## config.mk

```make
export PLATFORM = sky130hd
export DESIGN_NAME = mem_lsu
export DESIGN_NICKNAME = d
export VERILOG_FILES = /design/src/rtl/mem_lsu.sv
export SDC_FILE = /design/constraint.sdc
export NUM_CORES = 1
export LEC_CHECK = 0
export CORE_MARGIN = 5
export CORE_UTILIZATION = 30
export DETAILED_ROUTE_END_ITERATION = 8
export RECOVER_POWER = 100
export SLEW_MARGIN = 25
export SYNTH_ARGS = -nofsm -noshare
export SYNTH_HDL_FRONTEND = slang
export SYNTH_SLANG_ARGS = --single-unit
```

## constraint.sdc

```tcl
create_clock -name dclk -period 11.7 [get_ports dclk]
set_input_delay 2.34 -clock dclk [delete_from_list [all_inputs] [get_ports dclk]]
set_output_delay 2.34 -clock dclk [all_outputs]
set_load 0.1 [all_outputs]
```

## src/rtl/mem_lsu.sv

```systemverilog
// rtl/mem_lsu.sv - byte-serial load/store unit for the MEM stage
`ifndef MEM_LSU_OPS
`define MEM_LSU_OPS
`define AluOpBus   7:0
`define ALU_ADD_OP 8'b00100000
`define ALU_LB_OP  8'b11100000
`define ALU_LH_OP  8'b11100001
`define ALU_LW_OP  8'b11100011
`define ALU_LBU_OP 8'b11100100
`define ALU_LHU_OP 8'b11100101
`define ALU_SB_OP  8'b11101000
`define ALU_SH_OP  8'b11101001
`define ALU_SW_OP  8'b11101011
`endif

module mem_lsu (
  input  logic              dclk,
  input  logic              rst,
  input  logic [`AluOpBus]  aluop_i,
  input  logic              wreg_i,
  input  logic [4:0]        waddr_i,
  input  logic [31:0]       alurslt_i,
  input  logic [31:0]       storedata_i,
  output logic              mem_req_o,
  output logic              mem_we_o,
  output logic [31:0]       mem_addr_o,
  output logic [7:0]        mem_wdata_o,
  input  logic [7:0]        mem_rdata_i,
  input  logic              mem_ack_i,
  output logic              wreg_o,
  output logic [4:0]        waddr_o,
  output logic [31:0]       wdata_o,
  output logic              stall_o
);

  typedef enum logic [1:0] {IDLE, ACCESS, DONE} state_t;

  state_t              state_q, state_d;
  logic [1:0]          k_q;
  logic [31:0]         base_q;
  logic [31:0]         sdata_q;
  logic [31:0]         buf_q;
  logic [`AluOpBus]    op_q;
  logic [4:0]          waddr_q;
  logic                wreg_q;

  function automatic logic is_mem(input logic [`AluOpBus] op);
    case (op)
      `ALU_LB_OP, `ALU_LH_OP, `ALU_LW_OP, `ALU_LBU_OP, `ALU_LHU_OP,
      `ALU_SB_OP, `ALU_SH_OP, `ALU_SW_OP: is_mem = 1'b1;
      default:                            is_mem = 1'b0;
    endcase
  endfunction

  function automatic logic is_store(input logic [`AluOpBus] op);
    case (op)
      `ALU_SB_OP, `ALU_SH_OP, `ALU_SW_OP: is_store = 1'b1;
      default:                            is_store = 1'b0;
    endcase
  endfunction

  // Index of the final byte of the access (byte count minus one).
  function automatic logic [1:0] last_k(input logic [`AluOpBus] op);
    case (op)
      `ALU_LH_OP, `ALU_LHU_OP, `ALU_SH_OP: last_k = 2'd1;
      `ALU_LW_OP, `ALU_SW_OP:              last_k = 2'd3;
      default:                             last_k = 2'd0;
    endcase
  endfunction

  // Memory port is a pure function of registered state, so no input reaches it.
  assign mem_req_o   = (state_q == ACCESS);
  assign mem_we_o    = mem_req_o && is_store(op_q);
  assign mem_addr_o  = mem_req_o ? (base_q + {30'd0, k_q}) : 32'd0;
  assign mem_wdata_o = mem_req_o ? sdata_q[{k_q, 3'b000} +: 8] : 8'd0;

  // FSM state register; reset abandons any access in flight.
  always_ff @(posedge dclk or posedge rst) begin
    if (rst) state_q <= IDLE;
    else     state_q <= state_d;
  end

  // Latch the operation on entry and assemble load bytes as they are acked.
  always_ff @(posedge dclk or posedge rst) begin
    if (rst) begin
      k_q     <= 2'd0;
      base_q  <= 32'd0;
      sdata_q <= 32'd0;
      buf_q   <= 32'd0;
      op_q    <= '0;
      waddr_q <= 5'd0;
      wreg_q  <= 1'b0;
    end else begin
      case (state_q)
        IDLE: begin
          if (is_mem(aluop_i)) begin
            k_q     <= 2'd0;
            base_q  <= alurslt_i;
            sdata_q <= storedata_i;
            buf_q   <= 32'd0;
            op_q    <= aluop_i;
            waddr_q <= waddr_i;
            wreg_q  <= wreg_i;
          end
        end
        ACCESS: begin
          if (mem_ack_i) begin
            if (!is_store(op_q)) buf_q[{k_q, 3'b000} +: 8] <= mem_rdata_i;
            if (k_q != last_k(op_q)) k_q <= k_q + 2'd1;
          end
        end
        default: ;
      endcase
    end
  end

  // Next-state and write-back/stall outputs; non-memory ops pass straight through.
  always_comb begin
    state_d = state_q;
    stall_o = 1'b0;
    wreg_o  = wreg_i;
    waddr_o = waddr_i;
    wdata_o = alurslt_i;
    case (state_q)
      IDLE: begin
        if (is_mem(aluop_i)) begin
          stall_o = 1'b1;
          wreg_o  = 1'b0;
          state_d = ACCESS;
        end
      end
      ACCESS: begin
        stall_o = 1'b1;
        wreg_o  = 1'b0;
        waddr_o = waddr_q;
        wdata_o = 32'd0;
        if (mem_ack_i && (k_q == last_k(op_q))) state_d = DONE;
      end
      DONE: begin
        state_d = IDLE;
        waddr_o = waddr_q;
        if (is_store(op_q)) begin
          wreg_o  = 1'b0;
          wdata_o = 32'd0;
        end else begin
          wreg_o = wreg_q;
          case (op_q)
            `ALU_LB_OP:  wdata_o = {{24{buf_q[7]}}, buf_q[7:0]};
            `ALU_LH_OP:  wdata_o = {{16{buf_q[15]}}, buf_q[15:0]};
            `ALU_LBU_OP: wdata_o = {24'd0, buf_q[7:0]};
            `ALU_LHU_OP: wdata_o = {16'd0, buf_q[15:0]};
            default:     wdata_o = buf_q;
          endcase
        end
      end
      default: state_d = IDLE;
    endcase
  end

endmodule
```

Word-level counts from Yosys, hierarchy flattened. Cells that the tools add are included. Widths: inputs -> output; s select.

Output and inout port bits: 81. Flip-flop bits (word level): 114. Logic and storage cells: 85. Input port bits: 89.

Reduce and logical (&&, ||, !) cells: 13. Shift-type cells: 3. Equality and inequality tests: 25. Add/subtract/negate cells: 3. Muxes and demuxes: 33.

Operators by type and width (number): $mux 32 (5); $eq 8x8->1 const B (16); $pmux 32 s2 (2); $pmux 32 s4 (1); $add 32x2->32 (1); $bwmux 32 (1); $shift 8x7->32 const A (1); $shiftx 32x6->8 (1); $shiftx 8x7->32 (1); $mux 2 (8); $pmux 2 s2 (3); $mux 1 (9); $mux 8 (1); $reduce_and 4->1 (2); $reduce_or 8->1 (1); $neg 5->7 (1); $ne 2x1->1 const B (3); $reduce_or 3->1 (2); $mux 5 (1); $ne 2x2->1 const B (2); $reduce_and 2->1 (2); $reduce_or 2->1 (2); $pmux 1 s3 (1); $add 2x1->2 const B (1); 8 further kinds (9).

Depth between registers and ports, before layout.
Depth in word-level cells: 9. Depth in mapped cells: 8. Gate-level depth less buffers: 7.

Least setup slack after synthesis. Ideal clock, no wire load.

Path type: input -> output. From: input aluop_i[0]. To: output wreg_o. Path slack: 5.180 ns. Buffers on the path: 1. Arrival time: 4.180 ns. Cell stages on the path: 6. Required time: 9.360 ns. Path through: nor2b_1 > or3b_2 > clkbuf_1 > nand2_1 > o21ai_0 > o21ai_0.

Word-level cells in the longest chain between the ends: 6. Elaborated cells between the ends (all ways): 13. Those cells by class: 8 x eq/ne; 4 x mux; 1 x reduce/logical.

RTL lines: start: declaration (line 19) `` input logic [`AluOpBus] aluop_i, ``; $eq 8x8->1 (line 48) `case (op)`; $reduce_or 8->1 (*) (line 48); $mux 1 (*) (line 48); $mux 1 (*) (line 124) `case (state_q)`; $mux 1 (*) (line 126) `if (is_mem(aluop_i)) begin`; $pmux 1 s3 (*) (line 124); end: declaration (line 30) `output logic wreg_o,`.

Every way passes the cells marked *; elsewhere a longest branch is shown, timed or not. The select of a mux whose other input is x is not followed.

Worst setup path after layout.
From: input aluop_i[2]. To: output stall_o.

Word-level cells in the longest chain between the ends: 6. Elaborated cells between the ends (all ways): 13. Those cells by class: 8 x eq/ne; 4 x mux; 1 x reduce/logical.

RTL lines: $eq 8x8->1 (line 48); $reduce_or 8->1 (*) (line 48); $mux 1 (*) (line 48); $mux 1 (*) (line 124); $mux 1 (*) (line 126); $pmux 1 s2 (*) (line 124); end: declaration (line 33) `output logic stall_o`.

Marks and branches as above.

==> out/qor.csv <==
stage,metric,value,unit
outcome,status,"finished, violations left",
outcome,failing checks,"capacitance limit, slew limit",
sta,headroom to the max-slew limit,-118,%
place,number of port buffers,169,
worst_setup_path,CP startpoint kind,input port,
yosys,Synth Cell Area,6300,um^2
layout,# diodes,0,
yosys,Post-synth EDFFs,0,
detailed_routing,Initial DRC Count,290,
sta,Slew @ Worst Pin,3.27,ns
yosys,main area contributors after synthesis,"dfrtp_1, mux2_1, nand2_1",
sta,final setup violation count,0,
global_route,vias in the first global route,5206,
floorplanning,Die Ht,155,um
detailed_routing,drc violations,0,
yosys,part of the Yosys area used for sequential elements,45.3,%
global_route,largest net degree at the start of global routing,61,
floorplanning,floorplan row count,53,
yosys,"Primary FF master, synth",dfrtp_1,
yosys,Yosys reg bits,114,
yosys,Synth Instances,620,
global_route,GRT overflow,0,
sta,final hold violations,0,
worst_setup_path,Critical Path Source,aluop_i[2],
yosys,share of the synthesized area in the top cell type,45.3,%
detailed_routing,Routed WL,18300,um
power_and_ir_drop,total power,2.60,mW
worst_setup_path,Worst Path Max Fanout,33,
clock_network,Worst-Skew Late Latency,0.41,ns
clock_network,clock sink count,114,
sta,Final period util,68.0,%
detailed_routing,Vias/cell,4.87,
power_and_ir_drop,worst vdd ir,0.121,mV
layout,layout cells sized above 1,6.94,%
place,RePlAce Congestion,0.846,
worst_setup_path,Crit Path Class,in -> out,
clock_network,root buffer cell,clkbuf_16,
detailed_routing,DR pass1 iterations,5,
floorplanning,core area,20800,um^2
clock_network,Post-CTS Setup Repair Bufs,0,
run,max-cap violations,3,
worst_setup_path,Worst setup EP type,primary output,
global_route,initial antenna violation count,1,
clock_network,Max Buffers Root-to-Sink,2,
layout,fill count,2051,
sta,Final Max Tran Viols,168,
yosys,Yosys warning count,0,
worst_setup_path,arrival time at the worst endpoint,5.62,ns
global_route,first-pass GRT wire length,29400,um
floorplanning,die width,155,um
yosys,Commonest cells post-synth,"dfrtp_1, nand2_1, mux2_1",
sta,unrepaired setup endpoints after global routing,no,
detailed_routing,Via Count,5199,
worst_setup_path,"Req. time, crit path",9.36,ns
clock_network,clock slew at reported path FFs,0.05,ns
sta,Fmax achieved,126,MHz
layout,post-layout util,42.5,%
floorplanning,io pins,170,
yosys,Cell variety after synth,50,
clock_network,CTS resizes,0,
yosys,Async SR Flop Fraction,100,%
floorplanning,Die ar.,24000,um^2
clock_network,Hold Buf Count CTS,0,
place,hpwl dp,13600,um
power_and_ir_drop,Leak,3.64,nW
hold_path,Worst Hold Class,reg -> reg,
yosys,"count leader, synth",dfrtp_1,
yosys,largest area contributor in the synthesized netlist,dfrtp_1,
global_route,GRT Util Overall,15.5,%
yosys,Syn Nets,720,
power_and_ir_drop,power per cell area,294,nW/um^2
layout,fin nets,881,
clock_network,H-tree levels,4,
clock_network,total CTS buffers,17,
worst_setup_path,R2R Path Start,state_q[0]$_DFFE_PP0P_,
sta,Post-Route Skew,0.00839,ns
layout,Area growth syn-to-layout,40.3,%
detailed_routing,wire per inst,17.1,um
hold_path,hold_sp,buf_q[8]$_DFFE_PP0P_,
clock_network,CTS tree,built,
sta,fin crit period,7.96,ns
sta,TNS Setup,0,ns
floorplanning,Initial Util,30.3,%
yosys,"Avg Cell Area, Syn",10.2,um^2
detailed_routing,DRT antenna net count,0,
## metrics by stage
step	std cells	area [um^2]	hold WS, ns	setup WS (ns)
floorplan	620	6300	0.449	5.18
global placement	1037	8250	0.464	4.35
detailed placement	1037	8260	0.469	4.37
CTS	1068	8860	0.483	4.37
global route	1068	8840	0.502	3.52
finish	1068	8840	0.479	3.74
## worst max-delay path, cell delays in order
cell,delay [ns]
dlygate4sd3_1,0.57
a21oi_1,0.19
nor2_1,0.07
or3b_1,0.95
nand2_1,0.23
dlygate4sd3_1,1.23
## layout make-up
type / count / area (um^2) / share of cell area, %
Sequential cell: 114 / 2850 / 32.3
Clock inverter: 10 / 160 / 1.81
Multi-Input combinational cell: 460 / 3270 / 37.0
Inverter: 15 / 57.6 / 0.651
Timing Repair Buffer: 173 / 1710 / 19.4
Clock buffer: 21 / 440 / 4.98
Tap cell: 275 / 344 / 3.89
## routing by layer
layer | GRT usage [%] | wire, um | vias to the layer above
li1 | - | - | 2531
met1 | 20.9 | 8350 | 2516
met2 | 24.2 | 8600 | 136
met3 | 4.78 | 1190 | 14
met4 | 3.99 | 158 | 2
met5 | 0 | 7 | -
## cell families (layout without fill, tap and decap cells)
logic type,count (synthesis),after routing,synth area share (%)
xor+xnor,23,23,3.20
fa+ha+maj,11,11,2.30
simple gates,227,227,17.9
compound gates,111,111,11.2
buf+inv,46,219,3.00
mux,88,88,17.1
flops,114,114,45.3
## final timing paths
kind                                                 to  slack (ns)  cells past startpoint
worst max-delay path                            stall_o        3.74                      6
worst min-delay path               buf_q[8]$_DFFE_PP0P_        0.48                      2
worst max register to register   base_q[28]$_DFFE_PP0P_        7.19                      5
worst min register to register     buf_q[8]$_DFFE_PP0P_        0.48                      2
max in group asynchronous       sdata_q[16]$_DFFE_PP0P_        4.65                      3
min in group asynchronous        waddr_q[0]$_DFFE_PP0P_        3.11                      2
## sequential cells by signal, indices dropped and copies added, names as in the netlist
signal	count
waddr_q	5
wreg_q	1
sdata_q	32
k_q	2
state_q	2
base_q	32
op_q	8
buf_q	32
## cell usage in the layout, fill, tap and decap left out, types with 10 or more instances in the layout
| cell | netlist | routed |
|---|---|---|
| nand2_1 | 92 | 92 |
| clkdlybuf4s50_1 | 0 | 85 |
| dlygate4sd3_1 | 0 | 84 |
| nor2_1 | 46 | 46 |
| a21oi_1 | 22 | 22 |
| inv_1 | 13 | 11 |
| o21ai_0 | 32 | 43 |
| clkbuf_16 | 0 | 17 |
| and2_1 | 12 | 12 |
| o2bb2ai_1 | 31 | 31 |
| nand4_1 | 11 | 11 |
| xor2_1 | 11 | 11 |
| xnor2_1 | 12 | 12 |
| dfrtp_1 | 114 | 114 |
| nand3_1 | 16 | 16 |
| ha_1 | 10 | 10 |
| or3_1 | 10 | 10 |
| mux2_1 | 72 | 72 |
## where the power goes
part | internal, mW | total [mW] | switching, mW
Combinational | 0.382 | 1.36 | 0.982
Clock | 0.354 | 0.535 | 0.181
Sequential | 0.541 | 0.697 | 0.157
(Power assumes the default switching activity.)
